$ cat src/rtl/y86_pkg.sv
// y86_pkg: shared CPU status codes, host command opcodes and run-controller states.
package y86_pkg;
  localparam logic [2:0] STAT_AOK = 3'd1;
  localparam logic [2:0] STAT_HLT = 3'd2;
  localparam logic [2:0] STAT_ADR = 3'd3;
  localparam logic [2:0] STAT_INS = 3'd4;
  typedef enum logic [2:0] {
    OP_NOP, OP_WRITE, OP_RUN, OP_STEP, OP_STOP, OP_SET_BP, OP_CLR_BP, OP_RESET_CPU
  } cmd_op_e;
  typedef enum logic [2:0] {
    S_IDLE, S_RUN, S_STEP, S_PAUSED, S_HALTED, S_FAULT, S_TIMEOUT, S_RSTCPU
  } run_state_e;
endpackage

$ cat src/rtl/y86_cycle_wdog.sv
// y86_cycle_wdog: saturating executed-cycle counter with a watchdog compare.
module y86_cycle_wdog #(
  parameter int CNT_W = 32,
  parameter int unsigned MAX_CYCLES = 0
) (
  input  logic             clk_i,
  input  logic             rst_n_i,
  input  logic             en,
  input  logic             clr,
  output logic [CNT_W-1:0] cnt,
  output logic             expired
);
  always_ff @(posedge clk_i or negedge rst_n_i)
    if (!rst_n_i) cnt <= '0;
    else if (clr) cnt <= '0;
    else if (en && !(&cnt)) cnt <= cnt + 1'b1;
  // fires on the enabled cycle that brings the count up to the limit
  assign expired = (MAX_CYCLES != 0) && en && (cnt == CNT_W'(MAX_CYCLES - 1));
endmodule

$ cat src/rtl/y86_run_ctrl.sv
// y86_run_ctrl: host-driven run/step/breakpoint controller and imem loader for the y86 CPU.
module y86_run_ctrl
  import y86_pkg::*;
#(
  parameter int ADDR_W = 10,
  parameter int CNT_W = 32,
  parameter int unsigned MAX_CYCLES = 0
) (
  input  logic              clk_i,
  input  logic              rst_n_i,
  input  logic              cmd_valid_i,
  output logic              cmd_ready_o,
  input  logic [2:0]        cmd_op_i,
  input  logic [ADDR_W-1:0] cmd_addr_i,
  input  logic [7:0]        cmd_data_i,
  input  logic [63:0]       cpu_pc_i,
  input  logic [2:0]        cpu_stat_i,
  output logic              cpu_en_o,
  output logic              cpu_rst_n_o,
  output logic              imem_we_o,
  output logic [ADDR_W-1:0] imem_addr_o,
  output logic [7:0]        imem_wdata_o,
  output logic [2:0]        state_o,
  output logic [CNT_W-1:0]  cycle_cnt_o,
  output logic              bp_hit_o,
  output logic              err_o
);
  run_state_e state, state_nx;
  cmd_op_e op;
  logic acc, running, legal_go, wr_ok, bp_stop, halt_stop, fault_stop, wd_exp;
  logic skip, bp_valid;
  logic [ADDR_W-1:0] bp_addr;

  assign op = cmd_op_e'(cmd_op_i);
  assign acc = cmd_valid_i && cmd_ready_o;
  assign running = state == S_RUN || state == S_STEP;
  assign legal_go = state == S_IDLE || state == S_PAUSED;
  assign wr_ok = acc && op == OP_WRITE && !running;
  // skip masks the breakpoint on the first run cycle so a paused run can resume
  assign bp_stop = state == S_RUN && bp_valid && !skip && cpu_pc_i == 64'(bp_addr);
  assign halt_stop = cpu_en_o && cpu_stat_i == STAT_HLT;
  assign fault_stop = cpu_en_o && cpu_stat_i != STAT_AOK && cpu_stat_i != STAT_HLT;

  y86_cycle_wdog #(.CNT_W(CNT_W), .MAX_CYCLES(MAX_CYCLES)) u_wdog (
    .clk_i   (clk_i),
    .rst_n_i (rst_n_i),
    .en      (cpu_en_o),
    .clr     (acc && op == OP_RESET_CPU),
    .cnt     (cycle_cnt_o),
    .expired (wd_exp)
  );

  always_ff @(posedge clk_i or negedge rst_n_i)
    if (!rst_n_i) state <= S_IDLE;
    else state <= state_nx;

  always_comb begin
    state_nx = state;
    if (acc && op == OP_RESET_CPU) state_nx = S_RSTCPU;
    else if (state == S_RSTCPU) state_nx = S_IDLE;
    else if (halt_stop) state_nx = S_HALTED;
    else if (fault_stop) state_nx = S_FAULT;
    else if (wd_exp) state_nx = S_TIMEOUT;
    else if (state == S_STEP || bp_stop || (state == S_RUN && acc && op == OP_STOP)) state_nx = S_PAUSED;
    else if (acc && legal_go && (op == OP_RUN || op == OP_STEP)) state_nx = op == OP_RUN ? S_RUN : S_STEP;
  end

  always_comb begin
    cmd_ready_o = state != S_RSTCPU;
    cpu_en_o = state == S_STEP || (state == S_RUN && !bp_stop);
    cpu_rst_n_o = rst_n_i && state != S_RSTCPU;
    state_o = state;
  end

  always_ff @(posedge clk_i or negedge rst_n_i)
    if (!rst_n_i) begin
      skip <= 1'b0;
      bp_valid <= 1'b0;
      bp_addr <= '0;
      bp_hit_o <= 1'b0;
      err_o <= 1'b0;
      imem_we_o <= 1'b0;
      imem_addr_o <= '0;
      imem_wdata_o <= '0;
    end else begin
      skip <= acc && op == OP_RUN && legal_go;
      bp_hit_o <= bp_stop && state_nx == S_PAUSED;
      err_o <= acc && ((op == OP_WRITE && running) || ((op == OP_RUN || op == OP_STEP) && !legal_go));
      imem_we_o <= wr_ok;
      if (wr_ok) begin
        imem_addr_o <= cmd_addr_i;
        imem_wdata_o <= cmd_data_i;
      end
      if (acc && op == OP_SET_BP) begin
        bp_valid <= 1'b1;
        bp_addr <= cmd_addr_i;
      end else if (acc && op == OP_CLR_BP) bp_valid <= 1'b0;
    end
endmodule

$ cat config.mk
export PLATFORM = sky130hd
export DESIGN_NAME = y86_run_ctrl
export DESIGN_NICKNAME = d
export VERILOG_FILES = /design/src/rtl/y86_pkg.sv /design/src/rtl/y86_cycle_wdog.sv /design/src/rtl/y86_run_ctrl.sv
export SDC_FILE = /design/constraint.sdc
export NUM_CORES = 1
export LEC_CHECK = 0
export CORE_ASPECT_RATIO = 1.5
export CORE_MARGIN = 4
export CORE_UTILIZATION = 44
export CTS_CLUSTER_DIAMETER = 60
export DETAILED_ROUTE_END_ITERATION = 8
export GPL_TIMING_DRIVEN = 0
export PLACE_DENSITY = 0.81
export SYNTH_ARGS = -nofsm -noshare
export SYNTH_HDL_FRONTEND = slang
export SYNTH_HIERARCHICAL = 1
export SYNTH_SLANG_ARGS = --single-unit
$ cat constraint.sdc
create_clock -name clk_i -period 2.55 [get_ports clk_i]
set_input_delay 0.6375 -clock clk_i [delete_from_list [all_inputs] [get_ports clk_i]]
set_output_delay 0.6375 -clock clk_i [all_outputs]
set_load 0.05 [all_outputs]
# Word-level counts from Yosys, hierarchy flattened
# Index checks and enable logic that the tools add are counted.
# word_totals
reg_bits	68
in_bits	91
output_inout_bits	59
elab_cells	80
# op_classes
addsub	1
n_eq_ne	17
n_mux	11
reduce_logical	41
# ops
cell	count
64-bit by 10-bit == test with 1-bit output	1
32-bit two-way mux	2
32-bit by 1-bit adder with 32-bit output (second input constant)	1
32-bit AND reduction	1
1-bit logical AND	25
3-bit by 2-bit == test with 1-bit output (second input constant)	6
3-bit two-way mux	6
3-bit == test (second input constant)	5
1-bit logical OR	7
3-bit by 1-bit == test with 1-bit output (second input constant)	2
1-bit logical NOT	5
2-bit nonzero test	2
3-bit logical NOT	1
3-bit by 1-bit != test with 1-bit output (second input constant)	1
3-bit by 2-bit != test with 1-bit output (second input constant)	1
3-bit != test (second input constant)	1
1-bit two-way mux	2
2-bit two-way mux	1

# Logic depth before layout (Yosys ltp)
# Gate-level depths: netlist (run 1).
# depth
ltp_word	15
ltp_mapped	11
depth_no_buf	10

# Cells and area by module
# The synthesis (run 1) kept the hierarchy.
# modules_own_cells
mod	n_inst	cells_per_inst	area_each_um2	seq_area_each_um2
y86_cycle_wdog	1	192	1876.8	800.8
y86_run_ctrl	1	153	1861.8	900.9

# Least setup slack after synthesis (run 1)
# OpenSTA, ideal clock, no wires.
# synth_timing
kind	register to register
from	register state[1], in the netlist state_o[1]
to	register u_wdog.cnt[30]
setup_time_ns	0.078
arrival_ns	2.890
t_required_ns	2.472
path_slack_ns	-0.418
stages_incl_launch_ff	11
n_path_buf	0
synth_period_minus_slack_ns	2.968
cell_sequence	dfrtp_1 -> nor4_1 -> nand2_1 -> nor4_1 -> nand2_1 -> and2_1 -> inv_1 -> nor4_4 -> nand4_2 -> or3_1 -> a21oi_1
# synth_via
elab_chain_cells	9
elab_cells_between_ends	14
cone_classes	eq/ne (3); mux (1); reduce/logical (10)
# synth_rtl
element	line	text
start: declaration	y86_run_ctrl.sv:28	run_state_e state, state_nx;
start signal: assignment	y86_run_ctrl.sv:55	else state <= state_nx;
3-bit by 1-bit == test with 1-bit output	y86_run_ctrl.sv:40, y86_run_ctrl.sv:70	
1-bit logical AND (3 in series)	y86_run_ctrl.sv:40	assign bp_stop = state == S_RUN && bp_valid && !skip && cpu_pc_i == 64'(bp_addr);
1-bit logical NOT	y86_run_ctrl.sv:70	cpu_en_o = state == S_STEP || (state == S_RUN && !bp_stop);
1-bit logical AND	y86_run_ctrl.sv:70	
1-bit logical OR (*)	y86_run_ctrl.sv:70	
net cpu_en_o	y86_run_ctrl.sv:18	output logic cpu_en_o,
1-bit logical AND (*)	y86_cycle_wdog.sv:16	else if (en && !(&cnt)) cnt <= cnt + 1'b1;
2-bit nonzero test (no source line) (*)	n/a	
end signal: assignment	y86_cycle_wdog.sv:16	
end: declaration	y86_cycle_wdog.sv:10	output logic [CNT_W-1:0] cnt,
# The timed path passes the listed nets; every way through them passes the cells marked *.
# A chain may end at the register's enable or synchronous reset.

# Worst setup path after layout (run 1)
# layout_timing
from	input cpu_pc_i[33]
to	output cpu_en_o
# layout_via
elab_chain_cells	5
# layout_rtl
element	line	text
start: declaration	y86_run_ctrl.sv:16	input logic [63:0] cpu_pc_i,
64-bit by 10-bit == test with 1-bit output	y86_run_ctrl.sv:40	
1-bit logical AND	y86_run_ctrl.sv:40	
1-bit logical NOT	y86_run_ctrl.sv:70	
1-bit logical AND	y86_run_ctrl.sv:70	
1-bit logical OR	y86_run_ctrl.sv:70	
end: declaration	y86_run_ctrl.sv:18	
# No other way between the ends.

==> Flow_metrics.wiki, run 1 <==
{| class="wikitable"
! Metric !! Value
|-
| Status || finished with violations
|-
| Failing checks || negative setup slack
|-
| Detailed-routing iteration count for the pre-antenna-repair pass || 5
|-
| Slew HR || 63.74%
|-
| R2r setup slk || -0.16 ns
|-
| TritonCTS clock tree || yes
|-
| Hold buffer count at CTS || 0
|-
| Delay of the slowest cell on the worst path || 0.41 ns
|-
| Critical path fanouts, max || 3
|-
| Crit-path leading delay family || simple AND/OR/NAND/NOR gates
|-
| # H-tree levels || 3
|-
| Last weighted congestion value of the routability-driven placer || 0.8883
|-
| Transition time of the tightest slew-check pin || 0.5422 ns
|-
| Number of nets in the layout || 612
|-
| Pin count of the biggest net entering global routing || 70
|-
| # Max-Cap Violations || 0
|-
| Die area || 10070 sq um
|-
| Critical-path top delay cell || sky130_fd_sc_hd__nor4_4
|-
| Final-report hold violation count || 0
|-
| Wire length of the first global-routing pass || 18220 um
|-
| Clock slew at reported path FFs || 0.05 ns
|-
| Final period demand of the worst path || 2.759 ns
|-
| Number of antenna violations at the first check in global routing || 0
|-
| Placement row count || 40
|-
| Number of nets produced by synthesis || 437
|-
| Post-Route WL || 12260 um
|-
| Worst reg-to-reg path cell count || 13
|-
| Detailed placer's ending HPWL || 8566 um
|-
| Power Density || 866.7 nW/um^2
|-
| Synth Cell Area || 3739 sq um
|-
| Fraction of final layout cells with drive strength greater than 1 || 28.19%
|-
| Asr flop ratio synth || 100.0%
|-
| Ports || 150
|-
| Cell variety after synth || 59
|-
| Clock root buffer || sky130_fd_sc_hd__clkbuf_16
|-
| Data arrival time at the worst-slack endpoint || 2.12 ns
|-
| Core occupancy in the finished layout || 75.84%
|-
| Instance count on the critical path || 7
|-
| End of the worst register-to-register path || u_wdog/cnt[6]
|-
| Number of buffer cells added on primary ports || 149
|-
| Share of the yosys chip area belonging to registers || 45.52%
|-
| Instance count of the mapped netlist || 345
|-
| Post-route fraction of the period consumed by the critical path || 108.2%
|-
| Worst setup path endpoint || cpu_en_o
|-
| Number of clock sinks || 68
|-
| Mean routed wirelength per cell || 19.46 um
|-
| Switching share of power || 39.21%
|-
| Mean instance size in the synthesized netlist || 10.84 sq um
|-
| WP data required || 1.91 ns
|-
| Share of power burned in the clock network || 24.7%
|-
| Number of antenna cells inserted || 0
|-
| Final worst-path setup slack || -0.2092 ns
|-
| Static leakage || 2.654 nW
|-
| Die X || 83.27 um
|-
| Share of Yosys cell area claimed by the top area cell type || 45.52%
|-
| Total number of vias || 3692
|-
| Library cell with the highest instance count after synthesis || sky130_fd_sc_hd__dfrtp_1
|-
| Final setup violation count || 25
|-
| Synth top cells by count || sky130_fd_sc_hd__dfrtp_1 (68), sky130_fd_sc_hd__nand2_1 (23), sky130_fd_sc_hd__a21oi_1 (21), sky130_fd_sc_hd__mux2_2 (20)
|-
| Global route total overflow || 0
|-
| Vias per inst || 5.860
|-
| Upper clock frequency limit || 0.3624 GHz
|-
| Clk_lat worst skew || 0.33 ns
|-
| Residual DRC || 0
|-
| Worst Setup End Kind || primary output
|-
| Path class of the lowest-slack min-delay path || input port to async pin
|-
| Cell types occupying the most area after synthesis || sky130_fd_sc_hd__dfrtp_1 (46%), sky130_fd_sc_hd__mux2_2 (6.0%), sky130_fd_sc_hd__mux2_4 (4.0%)
|-
| Number of synthesized register bits || 68
|-
| Effective utilization at floorplan || 45.83%
|-
| Area leader, netlist || sky130_fd_sc_hd__dfrtp_1
|-
| Path type of the worst setup path || input port to primary output
|-
| Worst setup SP type || input port
|-
| Yosys Warn Count || 6
|-
| Filler cell count in the final layout || 542
|-
| Worst slack on hold paths || 0.2609 ns
|-
| Crit path cell chain || clkdlybuf4s15_1 -> nor4_2 -> nand2_1 -> nor4_4 -> nand2_2 -> and2_4 -> buf_8
|-
| Fraction of power consumed by combinational cells || 46.2%
|-
| Sequential Power Share || 29.1%
|-
| Area of combinational cells with multiple inputs || 2235 sq um
|-
| Signed area change from the synthesized netlist to the final layout || 65.50%
|-
| Buffer depth of the longest clock path || 2
|-
| Die boundary height || 120.9 um
|-
| Beginning of the critical path || cpu_pc_i[33]
|-
| CP Buf/Inv Count || 2
|-
| Worst IR Drop VDD || 633.8 uV
|-
| Internal portion of total power || 0.003260 W
|-
| Unrepaired setup endpoints after global routing || yes
|-
| Startpoint of the worst register-to-register path || state_o[1]
|-
| Via count of the first global-routing pass || 3760
|-
| Storage element area || 1705 sq um
|-
| Count of flip-flops with a built-in enable after synthesis || 0
|-
| Overall fraction of global-route tracks in use || 22.83%
|-
| Primary FF master, synth || sky130_fd_sc_hd__dfrtp_1
|-
| Clock buffer count from CTS || 9
|-
| Core area || 8158 sq um
|-
| First-iteration detailed-routing DRC count || 187
|-
| Number of pins with negative max-slew slack in the final report || 0
|-
| Antenna-violating nets left || 0
|-
| Psw || 0.002103 W
|-
| Worst clock skew || 0.006512 ns
|}
[through the flow]
stage	std cells	setup TNS [ns]	cell area (sq um)	setup WS, ns	total power [W]
after floorplan	345	0	3745	0.03968	0.002948
final	630	-1.863	6187	-0.2092	0.005363
after global placement	599	-140.49	5368	-2.713	0.003690
after detailed placement	599	-34.66	5365	-1.561	0.003750
after global routing	630	-4.017	6187	-0.2713	0.005591
after CTS	620	-0.2099	5754	-0.2099	0.005108
[area by class of cell]
class,instances,share of cell area [%]
clock inverter,6,1.436
sequential,68,27.56
inverter,9,0.5865
buffer,14,2.386
tap,105,2.123
multi-input combinational,254,36.12
timing repair buffer,164,26.09
clock buffer,10,3.701
[power groups by stage]
stage / Clock [W] / Sequential [W] / Combinational, W
after global placement: 0 / 0.00155 / 0.00214
after floorplan: 0 / 0.00221 / 0.000739
after global routing: 0.00141 / 0.00160 / 0.00258
after CTS: 0.00134 / 0.00156 / 0.00220
final: 0.00132 / 0.00156 / 0.00248
after detailed placement: 0 / 0.00157 / 0.00218
[registers in the layout, summed over array words and instances (netlist names)]
| signal | flops |
|---|---|
| err_o | 1 |
| imem_we_o | 1 |
| skip | 1 |
| imem_addr_o | 10 |
| bp_hit_o | 1 |
| u_wdog/cnt | 32 |
| bp_valid | 1 |
| state_o | 3 |
| bp_addr | 10 |
| imem_wdata_o | 8 |
[worst min path at each step]
stage                                 end  slack (ns)  cells after the start
final                      u_wdog/cnt[28]        0.26                      1
after global routing                 skip        0.29                      1
after CTS                  u_wdog/cnt[30]        0.28                      1
after detailed placement  imem_wdata_o[5]        0.50                      1
after global placement     imem_addr_o[0]        0.49                      1
after floorplan                bp_addr[0]        0.34                      0
[kinds of logic (layout without fill, tap and decap cells)]
family	count (synthesis)	count (layout)	share of synthesized area, %
buffers and inverters	23	203	4.116
multiplexers	31	31	10.31
other	1	1	0.1003
adder cells (fa/ha/maj)	1	1	0.3346
AND/OR/NAND/NOR	140	140	23.73
flip-flops	68	68	45.52
AO/OA/AOI/OAI	62	62	11.25
XOR/XNOR	19	19	4.652
[repair_timing]
item,4_1_cts,5_1_grt
pin swaps,36,57
endpoints found under the setup margin,36,34
buffers inserted,5,8
resized for setup,116,85
cloned,0,2
hold endpoints to repair,0,0
[placed cells by master (no fill, tap or decap), types with 10 or more instances in the layout]
master,netlist,layout
sky130_fd_sc_hd__or4_1,15,14
sky130_fd_sc_hd__nor2_1,19,17
sky130_fd_sc_hd__clkdlybuf4s50_1,0,81
sky130_fd_sc_hd__dfrtp_1,68,65
sky130_fd_sc_hd__mux2_2,20,20
sky130_fd_sc_hd__nand2_1,23,22
sky130_fd_sc_hd__buf_2,2,12
sky130_fd_sc_hd__a21oi_1,21,20
sky130_fd_sc_hd__mux2_4,10,10
sky130_fd_sc_hd__clkbuf_16,0,11
sky130_fd_sc_hd__dlymetal6s2s_1,0,13
sky130_fd_sc_hd__xnor2_1,12,12
sky130_fd_sc_hd__clkdlybuf4s15_1,0,18
sky130_fd_sc_hd__dlygate4sd2_1,0,22
[metal layers]
metal	vias to the layer above	share of wire, %	track usage [%]
met5	-	0	0
met4	0	3.4	10.43
met3	31	10	8.356
met2	223	52	40.86
li1	1669	-	-
met1	1769	35	23.62
(Power assumes the default switching activity.)
==> inputs of run 2 (changes only) <==
--- a/constraint.sdc
+++ b/constraint.sdc
@@ -3,2 +3,2 @@
 set_output_delay 0.6375 -clock clk_i [all_outputs]
-set_load 0.05 [all_outputs]
+set_load 0.02 [all_outputs]
==> run 2 against run 1 <==
The flow still finishes with violations (negative setup slack). Sequential cell count is the same. Sequential power hardly changed. Clock power increased by 11%. Critical path depth rose by 7. Worst hold slack lost 0.076 ns. Die area stayed put. Non-clock buffer count is 10 higher. Clock-buffer cell count unchanged. Largest cell class unchanged.
==> Flow_metrics.wiki, run 2 (same netlist as run 1, synthesis figures left out) <==
{| class="wikitable"
! Metric !! Value
|-
| Status || finished with violations
|-
| Failing checks || negative setup slack
|-
| Detailed-routing iteration count for the pre-antenna-repair pass || 4
|-
| Number of pins with negative max-slew slack in the final report || 0
|-
| Crit-path most repeated cell || sky130_fd_sc_hd__buf_4
|-
| Clock slew at reported path FFs || 0.06 ns
|-
| # Max-Cap Violations || 0
|-
| Vias per inst || 5.953
|-
| Data arrival time at the worst-slack endpoint || 3.05 ns
|-
| Filler cell count in the final layout || 533
|-
| Global route total overflow || 0
|-
| Worst slack on hold paths || 0.1847 ns
|-
| Post-route fraction of the period consumed by the critical path || 110.1%
|-
| Unrepaired setup endpoints after global routing || yes
|-
| Largest regs || u_wdog/cnt (32), bp_addr (10), imem_addr_o (10)
|-
| Pin count of the biggest net entering global routing || 70
|-
| Crit-path leading delay family || buffers and inverters
|-
| Design Area, Final || 6178 sq um
|-
| Worst setup SP type || input port
|-
| Effective utilization at floorplan || 45.83%
|-
| Total number of vias || 3810
|-
| Post-Route WL || 12810 um
|-
| Startpoint of the worst register-to-register path || state_o[1]
|-
| Highest-count cells in the layout ignoring fill and taps || sky130_fd_sc_hd__clkdlybuf4s50_1 (83), sky130_fd_sc_hd__dfrtp_1 (67), sky130_fd_sc_hd__dlygate4sd2_1 (37)
|-
| Placement row count || 40
|-
| Post-placement worst setup slack || -1.436 ns
|-
| Instance count on the critical path || 14
|-
| Clock root buffer || sky130_fd_sc_hd__clkbuf_16
|-
| First-iteration detailed-routing DRC count || 237
|-
| CP Buf/Inv Count || 6
|-
| Number of buffer cells added on primary ports || 149
|-
| # H-tree levels || 3
|-
| Upper clock frequency limit || 0.3562 GHz
|-
| Detailed placer's ending HPWL || 8402 um
|-
| Die boundary height || 120.9 um
|-
| Storage element area || 1703 sq um
|-
| Last weighted congestion value of the routability-driven placer || 0.8618
|-
| Number of clock sinks || 68
|-
| WP data required || 2.79 ns
|-
| Critical-path top delay cell || sky130_fd_sc_hd__nor4_1
|-
| Core area || 8158 sq um
|-
| Transition time of the tightest slew-check pin || 0.6529 ns
|-
| Via count of the first global-routing pass || 3900
|-
| R2r setup slk || -0.18 ns
|-
| Signed area change from the synthesized netlist to the final layout || 65.26%
|-
| Delay of the slowest cell on the worst path || 0.31 ns
|-
| Final setup violation count || 35
|-
| Worst Setup End Kind || flop
|-
| Number of antenna cells inserted || 0
|-
| End of the worst register-to-register path || u_wdog/cnt[21]
|-
| Crit path cell chain || dlygate4sd2_1 -> nor4_1 -> nand2_1 -> nor4_4 -> buf_4 -> nand2_4 -> and2_4 -> buf_4 -> buf_4 -> o41ai_4 -> buf_6 -> buf_8 -> o31ai_1 -> a21oi_1
|-
| Worst clock skew || 0.005973 ns
|-
| Final-report hold violation count || 0
|-
| Number of antenna violations at the first check in global routing || 0
|-
| TritonCTS clock tree || yes
|-
| Area of combinational cells with multiple inputs || 2162 sq um
|-
| Path class of the lowest-slack min-delay path || input port to async pin
|-
| Wire length of the first global-routing pass || 18780 um
|-
| Die area || 10070 sq um
|-
| Residual DRC || 0
|-
| Final period demand of the worst path || 2.807 ns
|-
| Path type of the worst setup path || input port to flop
|-
| Fraction of final layout cells with drive strength greater than 1 || 29.35%
|-
| Die X || 83.27 um
|-
| Worst reg-to-reg path cell count || 13
|-
| Post-placement cell area || 5360 sq um
|-
| Power Density || 799.7 nW/um^2
|-
| Worst IR Drop VDD || 547.0 uV
|-
| Static leakage || 2.665 nW
|-
| Critical path fanouts, max || 7
|-
| Antenna-violating nets left || 0
|-
| Clk_lat worst skew || 0.33 ns
|-
| Buffer depth of the longest clock path || 2
|-
| Largest Register || u_wdog/cnt
|-
| Max reg flops || 32
|-
| Mean routed wirelength per cell || 20.02 um
|-
| Leading cell type in the layout, fill and taps excluded || sky130_fd_sc_hd__clkdlybuf4s50_1
|-
| Slew HR || 56.02%
|-
| Clock buffer count from CTS || 9
|-
| Hold buffer count at CTS || 0
|-
| Final worst-path setup slack || -0.2574 ns
|-
| Overall fraction of global-route tracks in use || 23.49%
|-
| Ports || 150
|-
| Number of nets in the layout || 622
|}
## run 2: layout make-up
| class | count | share of cell area [%] |
|---|---|---|
| multi-input cells | 254 | 34.99 |
| flip-flops and latches | 68 | 27.56 |
| repair buffers | 174 | 26.83 |
| clock buffers | 10 | 3.868 |
| plain buffers | 14 | 2.228 |
| well taps | 105 | 2.126 |
| clock inverters | 6 | 1.802 |
| inverters | 9 | 0.5873 |
## run 2: worst max path at each step
stage / to / from
floorplan: u_wdog/cnt[1] / cpu_pc_i[42]
global placement: cpu_rst_n_o / rst_n_i
detailed placement: cpu_en_o / cpu_pc_i[29]
CTS: cpu_en_o / cpu_pc_i[16]
global route: u_wdog/cnt[21] / state_o[1]
finish: u_wdog/cnt[21] / cpu_pc_i[12]
## run 2: metrics by stage
stage          cells  setup TNS (ns)  power [W]  util [%]
4_1_cts          627         -0.3026   0.004744     71.56
3_5_place_dp     599          -34.73   0.003251     65.71
5_1_grt          640          -6.405   0.005144     75.74
3_3_place_gp     599         -139.84   0.003204     65.74
2_1_floorplan    345               0   0.002459         -
6_report         640          -4.937   0.004941     75.74
## run 2: what timing repair did
item | CTS | global route
setup endpoints to repair | 34 | 34
setup buffers | 12 | 11
gates cloned | 0 | 3
resized for setup | 133 | 55
pin swaps | 34 | 27
## run 2: layer usage
layer	track usage (%)	share of wire (%)	up-vias
met4	12.47	4.4	0
met2	40.96	51	248
li1	-	-	1684
met5	0	0	-
met1	24.81	35	1831
met3	8.084	10	47
## run 2: power breakdown
| group | internal [W] | switching, W |
|---|---|---|
| clock network | 0.000981 | 0.000480 |
| registers | 0.00134 | 0.000204 |
| logic | 0.00104 | 0.000895 |
